--- src/rtl/mem_rq_pkg.sv ---
// mem_rq_pkg: request/response structs and field positions for the 65-bit request / 32-bit response memory interface
package mem_rq_pkg;
  localparam int ADDR_LSB = 33;
  localparam int ISWRITE_BIT = 32;
  localparam int RQ_W = ADDR_LSB + 32;
  localparam int RS_W = ISWRITE_BIT + 1;
  typedef struct packed {
    logic [31:0] addr;
    logic        iswrite;
    logic [31:0] data;
  } mem_rq_t;
  typedef struct packed {
    logic [31:0] data;
    logic        iswrite;
  } mem_rs_t;
endpackage

--- src/rtl/mem_rq_fifo.sv ---
// mem_rq_fifo: generic W-bit x D-entry FIFO; head driven from registers and zeroed when empty.
// Ports: clock, reset (async, active-high), push/din, pop, dout (head), empty, full.
// The caller guarantees no push while full and no pop while empty.
module mem_rq_fifo #(
  parameter int W = 8,
  parameter int D = 2
) (
  input  logic         clock,
  input  logic         reset,
  input  logic         push,
  input  logic [W-1:0] din,
  input  logic         pop,
  output logic [W-1:0] dout,
  output logic         empty,
  output logic         full
);
  localparam int AW = D > 1 ? $clog2(D) : 1;
  logic [W-1:0] mem [2**AW];
  logic [AW-1:0] wp, rp;
  logic [AW:0] cnt;
  assign empty = cnt == '0;
  assign full = cnt == (AW+1)'(D);
  assign dout = empty ? '0 : mem[rp];
  always_ff @(posedge clock)
    if (push) mem[wp] <= din;
  always_ff @(posedge clock or posedge reset)
    if (reset) begin
      wp <= '0;
      rp <= '0;
      cnt <= '0;
    end else begin
      wp <= wp + AW'(push);
      rp <= rp + AW'(pop);
      cnt <= cnt + (AW+1)'(push) - (AW+1)'(pop);
    end
endmodule

--- src/rtl/mem_rq_initiator.sv ---
// mem_rq_initiator: processor-side initiator issuing core load/store requests to a memory responder and returning in-order responses.
// Ports: clock, reset (async, active-high);
//   core_rq_*  : core request valid/ready with addr, iswrite, data;
//   core_rs_*  : core response valid/ready with data (0 for stores) and iswrite;
//   obtain_rq_get / RDY_ / EN_ : responder takes the head request {addr, iswrite, data};
//   send_rs_put / RDY_ / EN_   : responder delivers one response per request, in order.
// Optional macro MEM_RQ_INITIATOR_PROTO_CHECK_EN adds sticky output proto_err for ignored ENs.
module mem_rq_initiator
  import mem_rq_pkg::*;
#(
  parameter int RQ_DEPTH = 2,
  parameter int CREDITS = 4
) (
  input  logic            clock,
  input  logic            reset,
  input  logic            core_rq_valid,
  output logic            core_rq_ready,
  input  logic [31:0]     core_rq_addr,
  input  logic            core_rq_iswrite,
  input  logic [31:0]     core_rq_data,
  output logic            core_rs_valid,
  input  logic            core_rs_ready,
  output logic [31:0]     core_rs_data,
  output logic            core_rs_iswrite,
  input  logic            EN_obtain_rq_get,
  output logic [RQ_W-1:0] obtain_rq_get,
  output logic            RDY_obtain_rq_get,
  input  logic [31:0]     send_rs_put,
  input  logic            EN_send_rs_put,
  output logic            RDY_send_rs_put
`ifdef MEM_RQ_INITIATOR_PROTO_CHECK_EN
  ,
  output logic            proto_err
`endif
);
  localparam int CW = $clog2(CREDITS + 1);
  logic alive;
  logic [CW-1:0] inflight, credit_used;
  mem_rq_t rq_in, rq_head;
  mem_rs_t rs_in, rs_head;
  logic rq_empty, rq_full, tag_empty, tag_full, tag_head, rs_empty, rs_full;
  logic push_rq, issue, accept, bypass, rs_tag, pop_rs;
  // alive holds ready low through reset and raises it on the first clock after release
  assign core_rq_ready = alive && !rq_full;
  assign push_rq = core_rq_valid && core_rq_ready;
  assign rq_in = '{addr: core_rq_addr, iswrite: core_rq_iswrite, data: core_rq_data};
  assign RDY_obtain_rq_get = !rq_empty && credit_used < CW'(CREDITS);
  assign obtain_rq_get = rq_head;
  assign issue = EN_obtain_rq_get && RDY_obtain_rq_get;
  assign RDY_send_rs_put = inflight != '0 || RDY_obtain_rq_get;
  // with nothing in flight a response can only belong to the request issued this very cycle
  assign accept = EN_send_rs_put && (inflight != '0 || issue);
  assign bypass = accept && inflight == '0;
  assign rs_tag = bypass ? rq_head.iswrite : tag_head;
  assign rs_in = '{data: rs_tag ? 32'h0 : send_rs_put, iswrite: rs_tag};
  assign core_rs_valid = !rs_empty;
  assign core_rs_data = rs_head.data;
  assign core_rs_iswrite = rs_head.iswrite;
  assign pop_rs = core_rs_valid && core_rs_ready;
  mem_rq_fifo #(.W(RQ_W), .D(RQ_DEPTH)) u_rq (
    .clock(clock), .reset(reset), .push(push_rq), .din(rq_in),
    .pop(issue), .dout(rq_head), .empty(rq_empty), .full(rq_full)
  );
  mem_rq_fifo #(.W(1), .D(CREDITS)) u_tag (
    .clock(clock), .reset(reset), .push(issue && !bypass && !tag_full), .din(rq_head.iswrite),
    .pop(accept && !bypass && !tag_empty), .dout(tag_head), .empty(tag_empty), .full(tag_full)
  );
  mem_rq_fifo #(.W(RS_W), .D(CREDITS)) u_rs (
    .clock(clock), .reset(reset), .push(accept && !rs_full), .din(rs_in),
    .pop(pop_rs), .dout(rs_head), .empty(rs_empty), .full(rs_full)
  );
  always_ff @(posedge clock or posedge reset)
    if (reset) begin
      alive <= 1'b0;
      inflight <= '0;
      credit_used <= '0;
    end else begin
      alive <= 1'b1;
      inflight <= inflight + CW'(issue) - CW'(accept);
      credit_used <= credit_used + CW'(issue) - CW'(pop_rs);
    end
`ifdef MEM_RQ_INITIATOR_PROTO_CHECK_EN
  always_ff @(posedge clock or posedge reset)
    if (reset) proto_err <= 1'b0;
    else if ((EN_send_rs_put && !RDY_send_rs_put) || (EN_obtain_rq_get && !RDY_obtain_rq_get)) proto_err <= 1'b1;
`endif
endmodule

--- config.mk ---
export PLATFORM = sky130hd
export DESIGN_NAME = mem_rq_initiator
export DESIGN_NICKNAME = d
export VERILOG_FILES = /design/src/rtl/mem_rq_pkg.sv /design/src/rtl/mem_rq_fifo.sv /design/src/rtl/mem_rq_initiator.sv
export SDC_FILE = /design/constraint.sdc
export NUM_CORES = 1
export LEC_CHECK = 0
export ABC_AREA = 1
export CORE_ASPECT_RATIO = 1.25
export CORE_UTILIZATION = 35
export CTS_CLUSTER_DIAMETER = 30
export DETAILED_ROUTE_END_ITERATION = 6
export GPL_ROUTABILITY_DRIVEN = 1
export PLACE_DENSITY_LB_ADDON = 0.25
export SLEW_MARGIN = 15
export SYNTH_ARGS = -nofsm -noshare
export SYNTH_HDL_FRONTEND = slang
export SYNTH_SLANG_ARGS = --single-unit
--- constraint.sdc ---
create_clock -name clock -period 2.9 [get_ports clock]
set_input_delay 0.58 -clock clock [delete_from_list [all_inputs] [get_ports clock]]
set_output_delay 0.58 -clock clock [all_outputs]
set_load 0.005 [all_outputs]
### After elaboration in Yosys (flattened, before gate mapping)

Memories as Yosys holds them, arrays and structs flattened.
Cells that the tools add are included.

| word-level totals | value |
|---|---|
| ROM bits | 0 |
| memories kept | 3 |
| bits in latches | 0 |
| register bits | 25 |
| bits of input ports | 103 |
| memory bits (writable) | 266 |

| cells by class | value |
|---|---|
| muxes and demuxes | 11 |
| divide/modulo/power cells | 0 |
| bitwise logic cells | 0 |
| reduce and logical (&&, ||, !) cells | 26 |
| $add $sub $neg | 16 |
| shifts and indexed selects | 0 |
| multipliers | 0 |
| magnitude comparators | 1 |
| eq/ne operators | 3 |

Memories:

| name | depth | width | rd ports | clocked after memory_dff | write ports | RTL line | RTL |
|---|---|---|---|---|---|---|---|
| u_rs.mem | 4 | 33 | 1 | 0 | 1 | mem_rq_fifo.sv:18 | `logic [W-1:0] mem [2**AW];` |
| u_rq.mem | 2 | 65 | 1 | 0 | 1 | mem_rq_fifo.sv:18 |  |
| u_tag.mem | 4 | 1 | 1 | 0 | 1 | mem_rq_fifo.sv:18 |  |

Operators by type and width:

| operator | number |
|---|---|
| 2-to-1 mux 65 bit | 1 |
| 2-to-1 mux 33 bit | 1 |
| 2-to-1 mux 32 bit | 1 |
| adder 3 x 1 -> 3 bit | 4 |
| logical AND 1 bit | 12 |
| subtractor 3 x 1 -> 3 bit | 4 |
| adder 2 x 1 -> 2 bit | 5 |
| zero test 3 bit | 3 |
| 2-to-1 mux 1 bit | 8 |
| zero test 1 bit | 7 |
| equality test 3 bit, second input constant | 2 |
| less-than comparator 3 bit, second input constant | 1 |
| nonzero test 3 bit | 1 |
| adder 1 bit | 2 |
| equality test 2 bit, second input constant | 1 |
| zero test 2 bit | 1 |
| logical OR 1 bit | 2 |
| subtractor 2 x 1 -> 2 bit | 1 |

### Logic depth before layout (Yosys ltp)

Gate-level depths: netlist of the first run.

| logic depth | value |
|---|---|
| word-level depth | 12 |
| gate-level depth with buffers | 12 |
| gate-level depth less buffers | 11 |

### By module

From an unflattened synthesis of the first run, not the netlist that was laid out.

| second synthesis, totals | value |
|---|---|
| cell total of the unflattened synthesis | 1092 |
| area, all modules | 12310.6 um^2 |

Modules (own cells, without submodules):

| module | area an instance (um^2) | cells each | instances |
|---|---|---|---|
| mem_rq_fifo at u_rs | 5924.4 | 554 | 1 |
| mem_rq_fifo at u_rq | 5081.1 | 372 | 1 |
| mem_rq_initiator | 783.3 | 116 | 1 |
| mem_rq_fifo at u_tag | 521.8 | 50 | 1 |

### Worst setup path before layout of the first run

OpenSTA, ideal clock, no wires.

| timing path | value |
|---|---|
| kind | register -> register |
| start | register u_rq.cnt[1] |
| end | memory u_rq.mem[1][0] (netlist bit), enable pin |
| buffers on the path | 0 |
| slack | 0.061 ns |
| clock period less this slack | 2.839 ns |
| stages on the path, launching flop included | 4 |
| required time | 2.470 ns |
| arrival time | 2.408 ns |
| path through | dfrtp_1 a21boi_0 and2_1 ha_1 |

| between the ends | value |
|---|---|
| word-level cells in the longest chain between the ends | 6 |

RTL lines:

| item | RTL line | RTL |
|---|---|---|
| start: declaration | mem_rq_fifo.sv:20 | `logic [AW:0] cnt;` |
| start signal: assignment | mem_rq_fifo.sv:34 | `cnt <= cnt + (AW+1)'(push) - (AW+1)'(pop);` |
| equality test 2 bit | mem_rq_fifo.sv:22 | `assign full = cnt == (AW+1)'(D);` |
| zero test 1 bit | mem_rq_initiator.sv:44 | `assign core_rq_ready = alive && !rq_full;` |
| logical AND 1 bit | mem_rq_initiator.sv:44 |  |
| via core_rq_ready | mem_rq_initiator.sv:17 | `output logic core_rq_ready,` |
| logical AND 1 bit | mem_rq_initiator.sv:45 | `assign push_rq = core_rq_valid && core_rq_ready;` |
| 2-to-1 mux 1 bit | mem_rq_fifo.sv:25 | `if (push) mem[wp] <= din;` |
| 2-to-1 mux 1 bit (not written as such) | mem_rq_fifo.sv:25 |  |
| end: declaration | mem_rq_fifo.sv:18 |  |

The timed path passes the listed nets, and every way through them passes these cells.

### Worst setup path in the final report of the first run

| timing path | value |
|---|---|
| start | register u_rq.rp |
| end | output obtain_rq_get[63] |

| between the ends | value |
|---|---|
| word-level cells in the longest chain between the ends | 2 |

RTL lines:

| item | RTL line | RTL |
|---|---|---|
| start: declaration | mem_rq_fifo.sv:19 | `logic [AW-1:0] wp, rp;` |
| start signal: assignment | mem_rq_fifo.sv:33 | `rp <= rp + AW'(pop);` |
| memory read (2 x 65 bit) | -- |  |
| 2-to-1 mux 65 bit | mem_rq_fifo.sv:23 | `assign dout = empty ? '0 : mem[rp];` |
| end: declaration | mem_rq_initiator.sv:26 | `output logic [RQ_W-1:0] obtain_rq_get,` |

No other way between the ends.

==> impl_metrics.ini, run 1 <==
[timing]
rsz0062_at_grt = yes
skew_ns = 0.02062
worst_pin_slew_ns = 0.6106
final.min_clock_period_ns = 2.857
setup_viol = 0
layout_worst_path_cycle_share_pct = 98.53
max_clock_freq_mhz = 350.0
hold_viol = 0
timing.slew.headroom_pct = 59.15
finalMaxSlewViolations = 0

[layout]
layout.cell_area.non_filler_sq_um = 16660
fillCellCount = 2816
ff_latch_area_sq_um = 8620
multiInputGateArea_sq_um = 2706
final_nets = 1339
layout-drive-gt1-share_pct = 14.63
post_layout_instance_count_excluding_filler_cells = 1676
area_delta_synth_final_pct = 41.20
antennaDiodeCount = 0

[grt]
globalRouteOverflowTotal = 0
global_route.usage.total_pct = 15.81
first_global_vias = 7925
grt_pass1_wl_microns = 42510
grt_antenna_before_repair = 1
grt_start_max_net_pins = 66

[synth]
ys_ff_latch = 291
netlist_instances = 962
seq_area_frac_synth_pct = 73.01
synthDistinctLibCells = 28
synth-warning-count = 0
synthesis.area_per_instance_sq_um = 12.26
post_synth_instance_area_sq_um = 11800
syn-num-nets = 1083

[clock_tree]
cts-buffers-inserted = 49
clock_insertion_delay_worst_skew_ns = 0.54
ctsHtreeMaxLevel = 2
clock_tree.root_cell = sky130_fd_sc_hd__clkbuf_16
clk_pin_slew_worst_paths_ns = 0.05
clock_tree.buffer_depth = 3
cts.sinks = 291
cts_tree = done
hold_buffers = 0

[setup_path]
worstSetupEndpointType = output pin
worst_path_largest_cell_delay_ns = 0.57
critical_path_maximum_fanout = 65
critPathBufInv = 2
critPathLaunchType = flip-flop
critical_path_arrival_ns = 2.28
critical_path_required_ns = 2.32
worst_path_dominant_cell_family = buffers and inverters
crit_path_top_delay_cell = sky130_fd_sc_hd__clkdlybuf4s50_1
critPathKind = flip-flop to output pin
path_cells = buf_12 -> nand2_1 -> a21oi_1 -> clkdlybuf4s50_1

[detailed_routing]
ant_nets = 0
post_drt_via_cell_ratio = 4.636
routed-via-count = 7770
route.final.wire_length_microns = 27490
post_drt_wl_per_cell_microns = 16.40
drc = 10
drtPass1Iterations = 7
dr.first_iter.drc_count = 418

[die]
die-height_microns = 207.3
die_boundary_width_microns = 166.2
core_area_sq_um = 32960
core.rowCount = 74
floorplan.die_area_sq_um = 34450
io_pins = 205
floorplan.initialDensity_pct = 35.79

[worst_hold_path]
worst_hold_path_type = primary input to asynchronous set/reset pin

[power]
seq_power_share_pct = 31.7
power.density_cell_area_nw_per_um2 = 1183
swShare_pct = 31.80
power_leakage_nw = 6.496
switchingPower_w = 0.006269
internal-power_w = 0.01344
share_clk_of_total_power_pct = 30.8
share_comb_of_total_power_pct = 37.5
worst_ir_drop_vdd_v = 0.0005942

[placement]
placedInstanceArea_sq_um = 14600
io_port_bufs = 204
place_congestion = 0.7161
placedCellCount = 1571
dp_hpwl_microns = 16350

[status]
status = finished with violations
violations = DRC

[run]
drv.max_cap_violation_count = 0
sequential cells by signal, indices dropped and copies added (netlist names):
name,flops
alive,1
u_rs.wp,2
u_tag.wp,2
u_tag.rp,2
u_rq.wp,1
u_tag.mem,4
u_rs.cnt,3
u_rs.mem,132
u_rq.cnt,2
inflight,3
u_tag.cnt,3
u_rq.rp,1
credit_used,3
u_rs.rp,2
u_rq.mem,130
per-stage QoR:
step                hold slack [ns]  util (%)  setup slack [ns]  total power (W)  setup TNS [ns]
floorplan                    0.4557         -           0.06126         0.009800               0
global placement             0.4629     44.28            0.2342          0.01345               0
detailed placement           0.4712     44.28            0.2052          0.01354               0
CTS                          0.3862     49.99         -0.006791          0.01989       -0.009110
global route                 0.4423     50.54          -0.02285          0.02092        -0.08577
finish                       0.3953     50.54           0.04262          0.01971               0
power groups by stage:
stage / combinational (W) / sequential, W / clock (W)
after floorplan: 0.00355 / 0.00625 / 0
after global placement: 0.00713 / 0.00631 / 0
after detailed placement: 0.00721 / 0.00634 / 0
after CTS: 0.00745 / 0.00625 / 0.00619
after global routing: 0.00822 / 0.00633 / 0.00637
final: 0.00739 / 0.00625 / 0.00607
logic make-up (layout without fill, tap and decap cells):
kind of cell / count (synthesis) / in the layout / share of synthesized area (%)
other cells: 1 / 1 / 0.03179
fa+ha+maj: 18 / 18 / 2.164
simple gates: 345 / 345 / 11.91
flops: 291 / 291 / 73.01
xor+xnor: 16 / 16 / 1.188
compound gates: 168 / 168 / 7.180
buf+inv: 123 / 419 / 4.518
Yosys cell counts:
master                       n  area share [%]
sky130_fd_sc_hd__a21boi_0    1           0.064
sky130_fd_sc_hd__a21oi_1    98             4.2
sky130_fd_sc_hd__a21oi_2     1           0.074
sky130_fd_sc_hd__and2_1      1           0.053
sky130_fd_sc_hd__buf_1       2           0.064
sky130_fd_sc_hd__buf_2      27             1.1
sky130_fd_sc_hd__buf_4       4            0.25
sky130_fd_sc_hd__buf_6       3            0.29
sky130_fd_sc_hd__clkbuf_1   13            0.41
sky130_fd_sc_hd__conb_1      1           0.032
sky130_fd_sc_hd__dfrtp_1    25             5.3
sky130_fd_sc_hd__edfxtp_1  266              68
sky130_fd_sc_hd__fa_1        4            0.68
sky130_fd_sc_hd__ha_1       14             1.5
sky130_fd_sc_hd__inv_1      70             2.2
sky130_fd_sc_hd__inv_2       4            0.13
sky130_fd_sc_hd__nand2_1   153             4.9
sky130_fd_sc_hd__nand2_2     1           0.053
sky130_fd_sc_hd__nand2_4     1           0.095
sky130_fd_sc_hd__nand3_1     4            0.17
sky130_fd_sc_hd__nand3_4     1            0.15
sky130_fd_sc_hd__nor2_1    152             4.8
sky130_fd_sc_hd__nor2_2     31             1.6
sky130_fd_sc_hd__nor3_1      1           0.042
sky130_fd_sc_hd__o21ai_0    66             2.8
sky130_fd_sc_hd__o21ai_1     2           0.085
sky130_fd_sc_hd__xnor2_1     7            0.52
sky130_fd_sc_hd__xor2_1      9            0.67
worst paths after layout:
| check | depth (start not counted) | slack, ns | endpoint | from |
|---|---|---|---|---|
| worst max-delay path | 4 | 0.04 | obtain_rq_get[63] | u_rq.rp |
| worst min register to register | 1 | 0.48 | credit_used[0] | credit_used[0] |
| max in group asynchronous | 3 | 2.21 | u_rs.rp[0] | reset |
| min in group clock | 1 | 0.48 | credit_used[0] | credit_used[0] |
| worst max register to register | 7 | 0.55 | u_rs.mem[3][8] | u_rq.rp |
| worst min-delay path | 3 | 0.40 | credit_used[0] | reset |
timing repair:
action / CTS / global route
gates resized for setup: 9 / 33
buffers inserted: 8 / 3
endpoints found under the setup margin: 54 / 70
gates cloned: 1 / 3
pin swaps: 2 / 12
area by class of cell:
class / instances / area share [%]
repair buffers: 254 / 16.50
inverters: 74 / 1.750
flip-flops and latches: 291 / 51.74
clock inverters: 32 / 2.659
multi-input cells: 548 / 16.25
clock buffers: 59 / 7.962
well taps: 418 / 3.140
tightest hold or removal path, stage by stage:
cell and delay (ns):
sky130_fd_sc_hd__clkdlybuf4s50_1 0.39, sky130_fd_sc_hd__inv_1 0.05, sky130_fd_sc_hd__buf_4 0.31
metal layers:
metal  routed length [microns]  up-vias  global-route usage (%)
met5                        11        -                       0
met4                       545        2                   5.236
met3                      2528       45                   6.006
li1                          -     3793                       -
met2                     13520      254                   27.08
met1                     10880     3676                   18.15
placed cells by master, fill, tap and decap left out, types with 5 or more instances in the layout:
cell	instances
sky130_fd_sc_hd__edfxtp_1	266
sky130_fd_sc_hd__clkdlybuf4s50_1	177
sky130_fd_sc_hd__nand2_1	153
sky130_fd_sc_hd__nor2_1	148
sky130_fd_sc_hd__a21oi_1	96
sky130_fd_sc_hd__inv_1	68
sky130_fd_sc_hd__o21ai_0	66
sky130_fd_sc_hd__clkbuf_16	54
sky130_fd_sc_hd__nor2_2	30
sky130_fd_sc_hd__buf_4	29
sky130_fd_sc_hd__dlymetal6s2s_1	25
sky130_fd_sc_hd__dfrtp_1	22
sky130_fd_sc_hd__buf_12	15
sky130_fd_sc_hd__ha_1	12
sky130_fd_sc_hd__xor2_1	9
sky130_fd_sc_hd__bufinv_16	9
sky130_fd_sc_hd__xnor2_1	7
sky130_fd_sc_hd__clkinvlp_4	6
sky130_fd_sc_hd__clkinv_4	6
sky130_fd_sc_hd__clkbuf_1	6
sky130_fd_sc_hd__nor2_4	5
No activity file was read; power rests on OpenSTA's default activity.
==> run 2: changes to the inputs <==
Settings changed: GPL_ROUTABILITY_DRIVEN 1 to default, GPL_TIMING_DRIVEN from default to 1.
==> results of run 2 <==
Same layout as run 1: the final DEF is identical, and so are final timing and power.
==> run 3: changes to the inputs <==
Settings changed: PLACE_DENSITY_LB_ADDON 0.25 to 0.2.
==> run 3 against run 2 <==
Compared with the run above:
- the run still ends with DRC left
- maximum frequency hardly changed
- final cell count is 0.36% higher
- register-to-register slack better by 0.21 ns
- cell area is 0.48% lower
- combinational power is 2% lower
- critical path type unchanged
==> impl_metrics.ini, run 3 (same netlist as run 1, synthesis figures left out) <==
[status]
status = finished with violations
violations = DRC

[timing]
final.min_clock_period_ns = 2.855
hold_viol = 0
max_clock_freq_mhz = 350.2
finalSetupTns_ns = 0
skew_ns = 0.03008
final_critical_path_setup_slack_ns = 0.04462
finalMaxSlewViolations = 0
rsz0062_at_grt = yes
setup_viol = 0
layout_worst_path_cycle_share_pct = 98.46

[clock_tree]
hold_buffers = 0
clock_insertion_delay_worst_skew_ns = 0.56
cts.sinks = 291
clock_tree.buffer_depth = 3
cts-buffers-inserted = 53
ctsHtreeMaxLevel = 2
clock_tree.root_cell = sky130_fd_sc_hd__clkbuf_16
cts_tree = done
clk_pin_slew_worst_paths_ns = 0.05

[setup_path]
worst-r2r-cell-count = 11
worst_path_largest_cell_delay_ns = 0.53
regToRegSetupSlack_ns = 0.76
cp-startpoint = u_rs.rp[0]
critical_path_maximum_fanout = 21
critPathKind = flip-flop to output pin
path_cells = buf_4 -> inv_8 -> clkbuf_16 -> o21ai_0 -> a21oi_1 -> clkdlybuf4s50_1
worst_r2r_endpoint = credit_used[2]
r2r_start = u_rs.cnt[1]
critical_path_required_ns = 2.32
critical_path_arrival_ns = 2.28
critPathLaunchType = flip-flop
crit_path_top_delay_cell = sky130_fd_sc_hd__clkdlybuf4s50_1
worstSetupEndpointType = output pin

[placement]
dp_worst_setup_slack_ns = 0.2142
place_congestion = 0.7255
placedCellCount = 1574
dp_hpwl_microns = 16380
io_port_bufs = 204
placedInstanceArea_sq_um = 14660

[layout]
layout.cell_area.non_filler_sq_um = 16580
biggestRegsByFlops = u_rs.mem (132), u_rq.mem (130), u_tag.mem (4)
top_register = u_rs.mem
largest_register_ffs = 132
area_delta_synth_final_pct = 40.52
top_library_cells_by_usage_in_the_layout_fill_and_taps_aside = 266 x sky130_fd_sc_hd__edfxtp_1, 184 x sky130_fd_sc_hd__clkdlybuf4s50_1, 153 x sky130_fd_sc_hd__nand2_1, 148 x sky130_fd_sc_hd__nor2_1, 97 x sky130_fd_sc_hd__a21oi_1
final_nets = 1343
fillCellCount = 2904
post_layout_instance_count_excluding_filler_cells = 1682
layout-drive-gt1-share_pct = 14.09
final_common_cell = sky130_fd_sc_hd__edfxtp_1

[die]
die-height_microns = 207.3
io_pins = 205
die_boundary_width_microns = 166.2
floorplan.die_area_sq_um = 34450
core.rowCount = 74
floorplan.initialDensity_pct = 35.79
core_area_sq_um = 32960

[detailed_routing]
drc = 26
dr.first_iter.drc_count = 406
drtPass1Iterations = 7
routed-via-count = 7792
post_drt_via_cell_ratio = 4.633
ant_nets = 0
post_drt_wl_per_cell_microns = 16.01
route.final.wire_length_microns = 26920

[power]
swShare_pct = 32.16
seq_power_share_pct = 32.4
worst_ir_drop_vdd_v = 0.0005853
internal-power_w = 0.01306
share_clk_of_total_power_pct = 29.9
share_comb_of_total_power_pct = 37.7
power.density_cell_area_nw_per_um2 = 1161
power_leakage_nw = 6.417
switchingPower_w = 0.006191

[grt]
grt_start_max_net_pins = 66
globalRouteOverflowTotal = 0
grt_pass1_wl_microns = 41790
grt_antenna_before_repair = 2
first_global_vias = 7850
global_route.usage.total_pct = 15.44

[worst_hold_path]
worst_hold_path_type = primary input to asynchronous set/reset pin

[run]
drv.max_cap_violation_count = 0
-- run 3: power groups by stage --
stage | registers [W] | logic (W) | clock network, W
after floorplan | 0.00625 | 0.00355 | 0
after global placement | 0.00629 | 0.00716 | 0
after detailed placement | 0.00631 | 0.00719 | 0
after CTS | 0.00624 | 0.00730 | 0.00589
after global routing | 0.00631 | 0.00805 | 0.00609
final | 0.00623 | 0.00725 | 0.00576
-- run 3: what timing repair did --
action	4_1_cts	5_1_grt
endpoints found under the setup margin	94	24
pin swaps	1	5
buffers inserted	2	7
cloned	0	2
gates resized for setup	9	25
endpoints found under the hold margin	0	0
-- run 3: routing by layer --
| layer | share of wire (%) | vias to the layer above | GRT usage [%] |
|---|---|---|---|
| met1 | 40 | 3701 | 17.04 |
| met3 | 8.9 | 53 | 6.025 |
| met5 | 0.048 | - | 0 |
| li1 | - | 3803 | - |
| met2 | 49 | 233 | 26.71 |
| met4 | 2.6 | 2 | 5.971 |
-- run 3: final cells by class --
type	instances	area, sq um	share of cell area (%)
Sequential cell	291	8617	51.98
Inverter	74	292.8	1.766
Timing Repair Buffer	254	2739	16.52
Tap cell	418	523.0	3.155
Clock buffer	63	1385	8.355
Multi-Input combinational cell	548	2703	16.30
Clock inverter	33	316.6	1.909
Antenna cell	1	2.502	0.01509
-- run 3: per-stage QoR --
step	utilization, %	hold WS [ns]	power [W]
3_5_place_dp	44.46	0.4769	0.01350
6_report	50.30	0.3899	0.01925
3_3_place_gp	44.46	0.4665	0.01345
4_1_cts	49.76	0.3786	0.01943
5_1_grt	50.29	0.4139	0.02045
2_1_floorplan	-	0.4557	0.009800
-- run 3: worst max path at each step --
| stage | end | slack (ns) | cells past startpoint |
|---|---|---|---|
| 6_report | core_rs_data[25] | 0.04 | 6 |
| 5_1_grt | core_rs_data[9] | -0.07 | 7 |
| 4_1_cts | core_rs_data[17] | 0.01 | 5 |
| 3_5_place_dp | u_rs.cnt[1] | 0.21 | 10 |
| 3_3_place_gp | u_rs.cnt[1] | 0.22 | 10 |
| 2_1_floorplan | u_rq.mem[1][0] | 0.06 | 3 |
-- run 3: critical path, delay by kind of cell (launching register included) --
| kind | cells | cell delay, ns |
|---|---|---|
| AO/OA/AOI/OAI | 2 | 0.29 |
| buffers and inverters | 4 | 0.99 |
| flip-flops | 1 | 0.45 |
